===== config.mk =====
export PLATFORM = sky130hd
export DESIGN_NAME = dspl_share_arb
export DESIGN_NICKNAME = d
export VERILOG_FILES = /design/src/rtl/dspl_pkg.sv /design/src/rtl/ms_tick_gen.sv /design/src/rtl/dspl_share_arb.sv
export SDC_FILE = /design/constraint.sdc
export NUM_CORES = 1
export LEC_CHECK = 0
export BUFFER_PORTS_ARGS = -buffer_cell sky130_fd_sc_hd__clkbuf_2
export CORE_MARGIN = 2
export CORE_UTILIZATION = 49
export CTS_BUF_LIST = sky130_fd_sc_hd__clkbuf_2 sky130_fd_sc_hd__clkbuf_4 sky130_fd_sc_hd__clkbuf_8
export DETAILED_ROUTE_END_ITERATION = 8
export PLACE_DENSITY = 0.89
export REMOVE_ABC_BUFFERS = 1
export SETUP_SLACK_MARGIN = 0.4
export SYNTH_ARGS = -nofsm -noshare
export SYNTH_HDL_FRONTEND = slang
export SYNTH_HIERARCHICAL = 1
export SYNTH_SLANG_ARGS = --single-unit

===== constraint.sdc =====
create_clock -name clk_i -period 7.4 [get_ports clk_i]
set_clock_uncertainty 0.2 [all_clocks]
set_input_delay 0.37 -clock clk_i [delete_from_list [all_inputs] [get_ports clk_i]]
set_output_delay 0.37 -clock clk_i [all_outputs]
set_load 0.02 [all_outputs]

===== src/rtl/dspl_pkg.sv =====
// ---------------------------------------------------------------------------
// dspl_pkg
// Shared definitions for the 8-digit display slice.
//   DIGIT_W      bits per digit image {en, hex[3:0], dp}
//   N_DIGITS     digits on the display
//   DISP_W       width of a whole packed display image (d1 in the LSBs)
//   DIGIT_BLANK  image of one dark digit
//   DISP_BLANK   image of a fully dark display
//   arb_state_t  ownership states of the display share arbiter
// ---------------------------------------------------------------------------
package dspl_pkg;

    localparam int DIGIT_W  = 6;
    localparam int N_DIGITS = 8;
    localparam int DISP_W   = DIGIT_W * N_DIGITS;

    localparam logic [DIGIT_W-1:0] DIGIT_BLANK = 6'b0;
    localparam logic [DISP_W-1:0]  DISP_BLANK  = {N_DIGITS{DIGIT_BLANK}};

    typedef enum logic [1:0] {
        IDLE,
        GRANT,
        BLANK
    } arb_state_t;

endpackage


===== src/rtl/ms_tick_gen.sv =====
// ---------------------------------------------------------------------------
// ms_tick_gen
// Free-running millisecond strobe. Emits a one-clock pulse every
// 2*HALF_MS_COUNT clocks. The phase restarts from zero on reset, so the
// first pulse comes 2*HALF_MS_COUNT clocks after reset is released.
// Other timers (debounce, blink) can share this block.
// Ports:
//   clk_i   in   system clock
//   rst_i   in   synchronous active-high reset
//   tick_o  out  one-cycle millisecond strobe
// ---------------------------------------------------------------------------
module ms_tick_gen #(
    parameter int HALF_MS_COUNT = 50000
) (
    input  logic clk_i,
    input  logic rst_i,
    output logic tick_o
);

    localparam int PERIOD = 2 * HALF_MS_COUNT;
    localparam int CNT_W  = $clog2(PERIOD);
    localparam logic [CNT_W-1:0] LAST = CNT_W'(PERIOD - 1);

    logic [CNT_W-1:0] r_cnt;

    // Counts 0 .. PERIOD-1 and wraps; the strobe is raised on the last count
    // so every strobe is exactly PERIOD clocks after the previous one.
    always_ff @(posedge clk_i) begin
        if (rst_i) begin
            r_cnt <= '0;
        end else if (r_cnt == LAST) begin
            r_cnt <= '0;
        end else begin
            r_cnt <= r_cnt + 1'b1;
        end
    end

    assign tick_o = (r_cnt == LAST);

endmodule


===== src/rtl/dspl_share_arb.sv =====
// ---------------------------------------------------------------------------
// dspl_share_arb
// Time-shares the 8-digit display driver between N_REQ requesters. Owners
// are chosen round-robin, keep the display for at least HOLD_MS while others
// wait, and hand over through an optional BLANK_MS dark gap.
// Ports:
//   clk_i     in   system clock
//   rst_i     in   synchronous active-high reset
//   req_i     in   per-requester level request
//   digits_i  in   requester k image at [48k+47:48k]
//   gnt_o     out  one-hot grant, zero when idle or blanking
//   owner_o   out  index of the current / last owner
//   digits_o  out  packed d1..d8 image for the display driver
//   busy_o    out  high while granting or blanking
// ---------------------------------------------------------------------------
module dspl_share_arb
    import dspl_pkg::*;
#(
    parameter int N_REQ         = 4,
    parameter int HALF_MS_COUNT = 50000,
    parameter int HOLD_MS       = 500,
    parameter int BLANK_MS      = 2
) (
    input  logic                       clk_i,
    input  logic                       rst_i,
    input  logic [N_REQ-1:0]           req_i,
    input  logic [N_REQ*DISP_W-1:0]    digits_i,
    output logic [N_REQ-1:0]           gnt_o,
    output logic [$clog2(N_REQ)-1:0]   owner_o,
    output logic [DISP_W-1:0]          digits_o,
    output logic                       busy_o
);

    localparam int OW     = $clog2(N_REQ);
    localparam int MS_MAX = (HOLD_MS > BLANK_MS) ? HOLD_MS : BLANK_MS;
    localparam int MS_W   = $clog2(MS_MAX + 1);
    localparam logic [MS_W-1:0] HOLD_VAL   = MS_W'(HOLD_MS);
    localparam logic [MS_W-1:0] BLANK_LAST = MS_W'((BLANK_MS > 0) ? BLANK_MS - 1 : 0);

    arb_state_t        r_state;
    arb_state_t        w_nextState;
    logic [OW-1:0]     r_owner;
    logic [OW-1:0]     w_nextOwner;
    logic [OW-1:0]     r_rrPtr;
    logic [OW-1:0]     w_nextRr;
    logic [MS_W-1:0]   r_msCnt;
    logic [MS_W-1:0]   w_nextMs;
    logic [DISP_W-1:0] r_digits;
    logic [DISP_W-1:0] w_images [N_REQ];
    logic [N_REQ-1:0]  w_ownerOneHot;
    logic [OW:0]       w_pick;
    logic              w_ownerReq;
    logic              w_othersReq;
    logic              w_release;
    logic              w_tick;

    // Round-robin search starting just after ptr and wrapping. The last
    // granted index sits at ptr, so it is visited last and only wins when
    // nobody else is asking. Returns {found, index}.
    function automatic logic [OW:0] rrPick(input logic [N_REQ-1:0] req,
                                           input logic [OW-1:0]    ptr);
        logic [OW:0]   result;
        logic [OW-1:0] candIdx;
        result = '0;
        for (int i = N_REQ; i >= 1; i--) begin
            candIdx = OW'((int'(ptr) + i) % N_REQ);
            if (req[candIdx]) begin
                result = {1'b1, candIdx};
            end
        end
        return result;
    endfunction

    ms_tick_gen #(
        .HALF_MS_COUNT(HALF_MS_COUNT)
    ) u_tick (
        .clk_i  (clk_i),
        .rst_i  (rst_i),
        .tick_o (w_tick)
    );

    // Unpack the requester images so the owner's image is a plain array read.
    for (genvar k = 0; k < N_REQ; k++) begin : g_images
        assign w_images[k] = digits_i[k*DISP_W +: DISP_W];
    end

    assign w_ownerOneHot = N_REQ'(1) << r_owner;
    assign w_ownerReq    = req_i[r_owner];
    assign w_othersReq   = |(req_i & ~w_ownerOneHot);
    assign w_pick        = rrPick(req_i, r_rrPtr);

    // An owner lets go as soon as it stops asking; otherwise only once the
    // hold time has fully elapsed and someone else is actually waiting.
    assign w_release = !w_ownerReq || ((r_msCnt == HOLD_VAL) && w_othersReq);

    // Next-state logic. The ms counter doubles as hold timer in GRANT and
    // gap timer in BLANK, and is zeroed on every ownership change so each
    // phase starts counting fresh.
    always_comb begin
        w_nextState = r_state;
        w_nextOwner = r_owner;
        w_nextRr    = r_rrPtr;
        w_nextMs    = r_msCnt;
        case (r_state)
            IDLE: begin
                w_nextMs = '0;
                if (w_pick[OW]) begin
                    w_nextState = GRANT;
                    w_nextOwner = w_pick[OW-1:0];
                    w_nextRr    = w_pick[OW-1:0];
                end
            end
            GRANT: begin
                if (w_release) begin
                    w_nextMs = '0;
                    if (BLANK_MS > 0) begin
                        w_nextState = BLANK;
                    end else if (w_pick[OW]) begin
                        w_nextOwner = w_pick[OW-1:0];
                        w_nextRr    = w_pick[OW-1:0];
                    end else begin
                        w_nextState = IDLE;
                    end
                end else if (w_tick && (r_msCnt != HOLD_VAL)) begin
                    w_nextMs = r_msCnt + 1'b1;
                end
            end
            BLANK: begin
                if (w_tick) begin
                    if (r_msCnt == BLANK_LAST) begin
                        w_nextMs = '0;
                        if (w_pick[OW]) begin
                            w_nextState = GRANT;
                            w_nextOwner = w_pick[OW-1:0];
                            w_nextRr    = w_pick[OW-1:0];
                        end else begin
                            w_nextState = IDLE;
                        end
                    end else begin
                        w_nextMs = r_msCnt + 1'b1;
                    end
                end
            end
            default: begin
                w_nextState = IDLE;
                w_nextMs    = '0;
            end
        endcase
    end

    // State and output registers. The image lags the grant by one clock and
    // is only passed through while a grant continues into the next cycle, so
    // the display goes dark on the same edge the grant is withdrawn and a
    // direct owner switch never shows a dark frame.
    always_ff @(posedge clk_i) begin
        if (rst_i) begin
            r_state  <= IDLE;
            r_owner  <= '0;
            r_rrPtr  <= OW'(N_REQ - 1);
            r_msCnt  <= '0;
            r_digits <= DISP_BLANK;
        end else begin
            r_state  <= w_nextState;
            r_owner  <= w_nextOwner;
            r_rrPtr  <= w_nextRr;
            r_msCnt  <= w_nextMs;
            if ((r_state == GRANT) && (w_nextState == GRANT)) begin
                r_digits <= w_images[r_owner];
            end else begin
                r_digits <= DISP_BLANK;
            end
        end
    end

    assign gnt_o    = (r_state == GRANT) ? w_ownerOneHot : '0;
    assign owner_o  = r_owner;
    assign digits_o = r_digits;
    assign busy_o   = (r_state != IDLE);

    // The display may have at most one owner at any time.
    a_gntOneHot : assert property (@(posedge clk_i) disable iff (rst_i) $onehot0(gnt_o));

endmodule


==> results by group <==
Status
  – Outcome: finished clean

Drt
  – First-pass DRT Iterations: 4
  – WL final: approximately 15,000 um
  – Antenna-violating nets left: 0
  – Drt wl/cell: ~21 um
  – Residual DRC: 0
  – Via-per-instance ratio: approximately 5.7
  – 1st-iter DRT viols: between 200 and 300
  – Vias: approximately 4.2k

Floorplan
  – Starting density of the core: 0.499
  – I/O pin total: about 250
  – Std cell rows: 34
  – Die area: 9520 sq um
  – Die Height: between 90 and 100 um
  – CORE AREA: roughly 8600 sq um
  – Die span in x: around 98 um

STA
  – Worst hold slack: ~160 ps
  – Least-Margin Pin Slew: roughly 1000 ps
  – Slew Limit Fails: 0
  – RSZ-0062 raised after global routing: no
  – Slew Limit Headroom: 0.319
  – Min Tclk post-route: 3270 ps
  – Final hold violation count: 0
  – PnR worst setup slack: about 4100 ps
  – Final setup viols: 0
  – Maximum operating frequency: 0.306 GHz
  – Setup TNS: 0 ps
  – Final period util: 0.441

Pwr
  – Net Sw Power: about 450 uW
  – Pleak: approximately 2.6 nW
  – Sequential power share: 0.401
  – Clk pwr share: 0.241
  – Peak supply drop: 132 uV
  – Tot Pwr: around 1.4 mW
  – Internal power: a little over 900 uW
  – Combinational power share: 0.357
  – Sw Share: 0.329
  – Pwr Density: between 200 and 250 nW/um^2

Worst setup path
  – Critical Path AT: roughly 3400 ps
  – CP peak stage delay: 1040 ps
  – CP bufs+invs: 1
  – Critical path capture point type: register
  – CP Cell Sequence: mux2i_1, a32oi_1, a221o_1, nand3b_4, a2111oi_4, buf_4, and2_1
  – CP max stage cell: dfxtp_4
  – Family with the most delay on the worst path: flip-flops
  – Critical path class: reg -> reg
  – CP Launch Type: register
  – WP data required: approximately 7500 ps
  – CP max FO: 59

Cells and area
  – Final nets: 829
  – Final Instance Area: slightly below 6000 sq um
  – # diodes: 0
  – # fillers: roughly 700
  – Synth-to-Final Area Change: 34.8%
  – Layout cells sized above 1: 0.526

Clock tree
  – CTS Sinks: 80
  – Max clock buf depth: 2
  – CTS tree: yes
  – Post_cts resized: 0
  – CTS clk-pin slew, worst paths: approximately 80 ps
  – Post-cts hold buffer count: 0
  – Root Driver: clkbuf_8
  – Htree depth: 3
  – Clock Latency Late Sink: around 350 ps
  – Post-CTS setup buffer count: 0
  – Cts bufs inserted: 9

Worst hold path
  – Hold crit path type: in -> reg

Place
  – Port bufs: around 250
  – Pre-CTS setup slack: 4110 ps
  – Gpl congestion: slightly above 1
  – DP Area: between 5000 and 6000 sq um
  – Post-DP HPWL: around 12,000 um

Global route
  – Pin count of the biggest net entering global routing: 60
  – Vias in the first global route: 4,138
  – Initial antenna violation count: 0
  – Total GRT Usage: 0.315
  – First-pass GRT wire length: around 23,000 um
  – Grt ovf: 0

Synth
  – Flops & latches, synth: 80
  – Cell area after synthesis: around 4300 sq um
  – Most used DFF post-synth: dfxtp_1
  – Yosys cell types: 52
  – Top cells by area, synth: dfxtp_1 37%, mux4_2 25%, and2_1 7.1%
  – Mapped Cells: 380
  – YS warnings: 6
  – Post-synth EDFFs: 0
  – Syn Area/Cell: about 11 sq um
  – Sequential-to-total area share from yosys stat: 0.373
  – Area fraction of the dominant cell type after synthesis: 0.373
  – Post-synth ARST share: 0
  – Largest area contributor in the netlist: dfxtp_1

Job
  – Max-Cap Viols: 0
-- sequential cells by signal (all words and copies together) (netlist names) --
register      cells
owner_o           2
r_state           2
r_msCnt           9
u_tick/r_cnt     17
digits_o         48
r_rrPtr           2
-- area by class of cell --
class,count,area [sq um],area share
timing repair buffer,254,1280,0.221
clock buffer,12,153,0.0264
clock inverter,3,42.5,0.00736
tap,108,135,0.0234
multi-input combinational,267,2530,0.437
inverter,11,41.3,0.00714
sequential,80,1610,0.278
-- layer usage --
layer	GRT usage	vias up	wire length, um
met5	0	-	0
met4	0.123	0	523
met3	0.0820	36	1320
met2	0.500	224	7350
met1	0.415	2064	5970
li1	-	1887	-
-- power groups by stage --
stage | registers (mW) | logic [mW] | clock network [mW]
after floorplan | 0.587 | 0.302 | 0
after global placement | 0.555 | 0.469 | 0
after detailed placement | 0.557 | 0.480 | 0
after CTS | 0.547 | 0.483 | 0.331
after global routing | 0.559 | 0.517 | 0.347
final | 0.544 | 0.485 | 0.327
-- cell families (layout without fill, tap and decap cells) --
family,Yosys count,count (layout),share of synthesized area
AO/OA/AOI/OAI,34,34,0.0566
multiplexers,51,51,0.259
XOR/XNOR,21,21,0.0429
flip-flops,80,80,0.373
buffers and inverters,33,280,0.0405
AND/OR/NAND/NOR,153,153,0.204
adder cells (fa/ha/maj),8,8,0.0233
-- path summary, 6_finish.rpt --
check	start	to	slack, ps	cells past startpoint
setup reg to reg	owner_o[0]	digits_o[45]	4130	7
hold / removal	rst_i	owner_o[1]	160	2
setup / recovery	owner_o[0]	digits_o[45]	4130	7
hold reg to reg	u_tick/r_cnt[0]	u_tick/r_cnt[0]	280	1
-- stage by stage --
| stage | std cells | utilization |
|---|---|---|
| 4_1_cts | 735 | 0.673 |
| 5_1_grt | 735 | 0.673 |
| 2_1_floorplan | 358 | - |
| 3_5_place_dp | 720 | 0.650 |
| 6_report | 735 | 0.673 |
| 3_3_place_gp | 720 | 0.650 |
-- Yosys cell counts (3+ instances only) --
| master | count |
|---|---|
| mux4_2 | 48 |
| or4_1 | 3 |
| nand4_1 | 6 |
| nor2b_1 | 3 |
| inv_1 | 11 |
| nand3_1 | 8 |
| buf_4 | 3 |
| dfxtp_1 | 80 |
| and2_1 | 49 |
| a21oi_1 | 8 |
| o21ai_0 | 8 |
| nor4_1 | 8 |
| nor3_1 | 10 |
| clkbuf_1 | 11 |
| nor2_1 | 35 |
| nand2_1 | 13 |
| ha_1 | 8 |
| xor2_1 | 5 |
| buf_6 | 5 |
| xnor2_1 | 16 |
| nand2b_1 | 3 |
-- cells in the final DEF (no fill, tap or decap), types with 10 or more instances in the layout --
cell and count:
clkbuf_2 252, dfxtp_1 78, nor2_1 35, nand2_1 13, nor3_1 10, mux4_2 48
and2_1 49, xnor2_1 16, clkbuf_8 10, inv_1 11
Power figures use the tool's default switching activity.
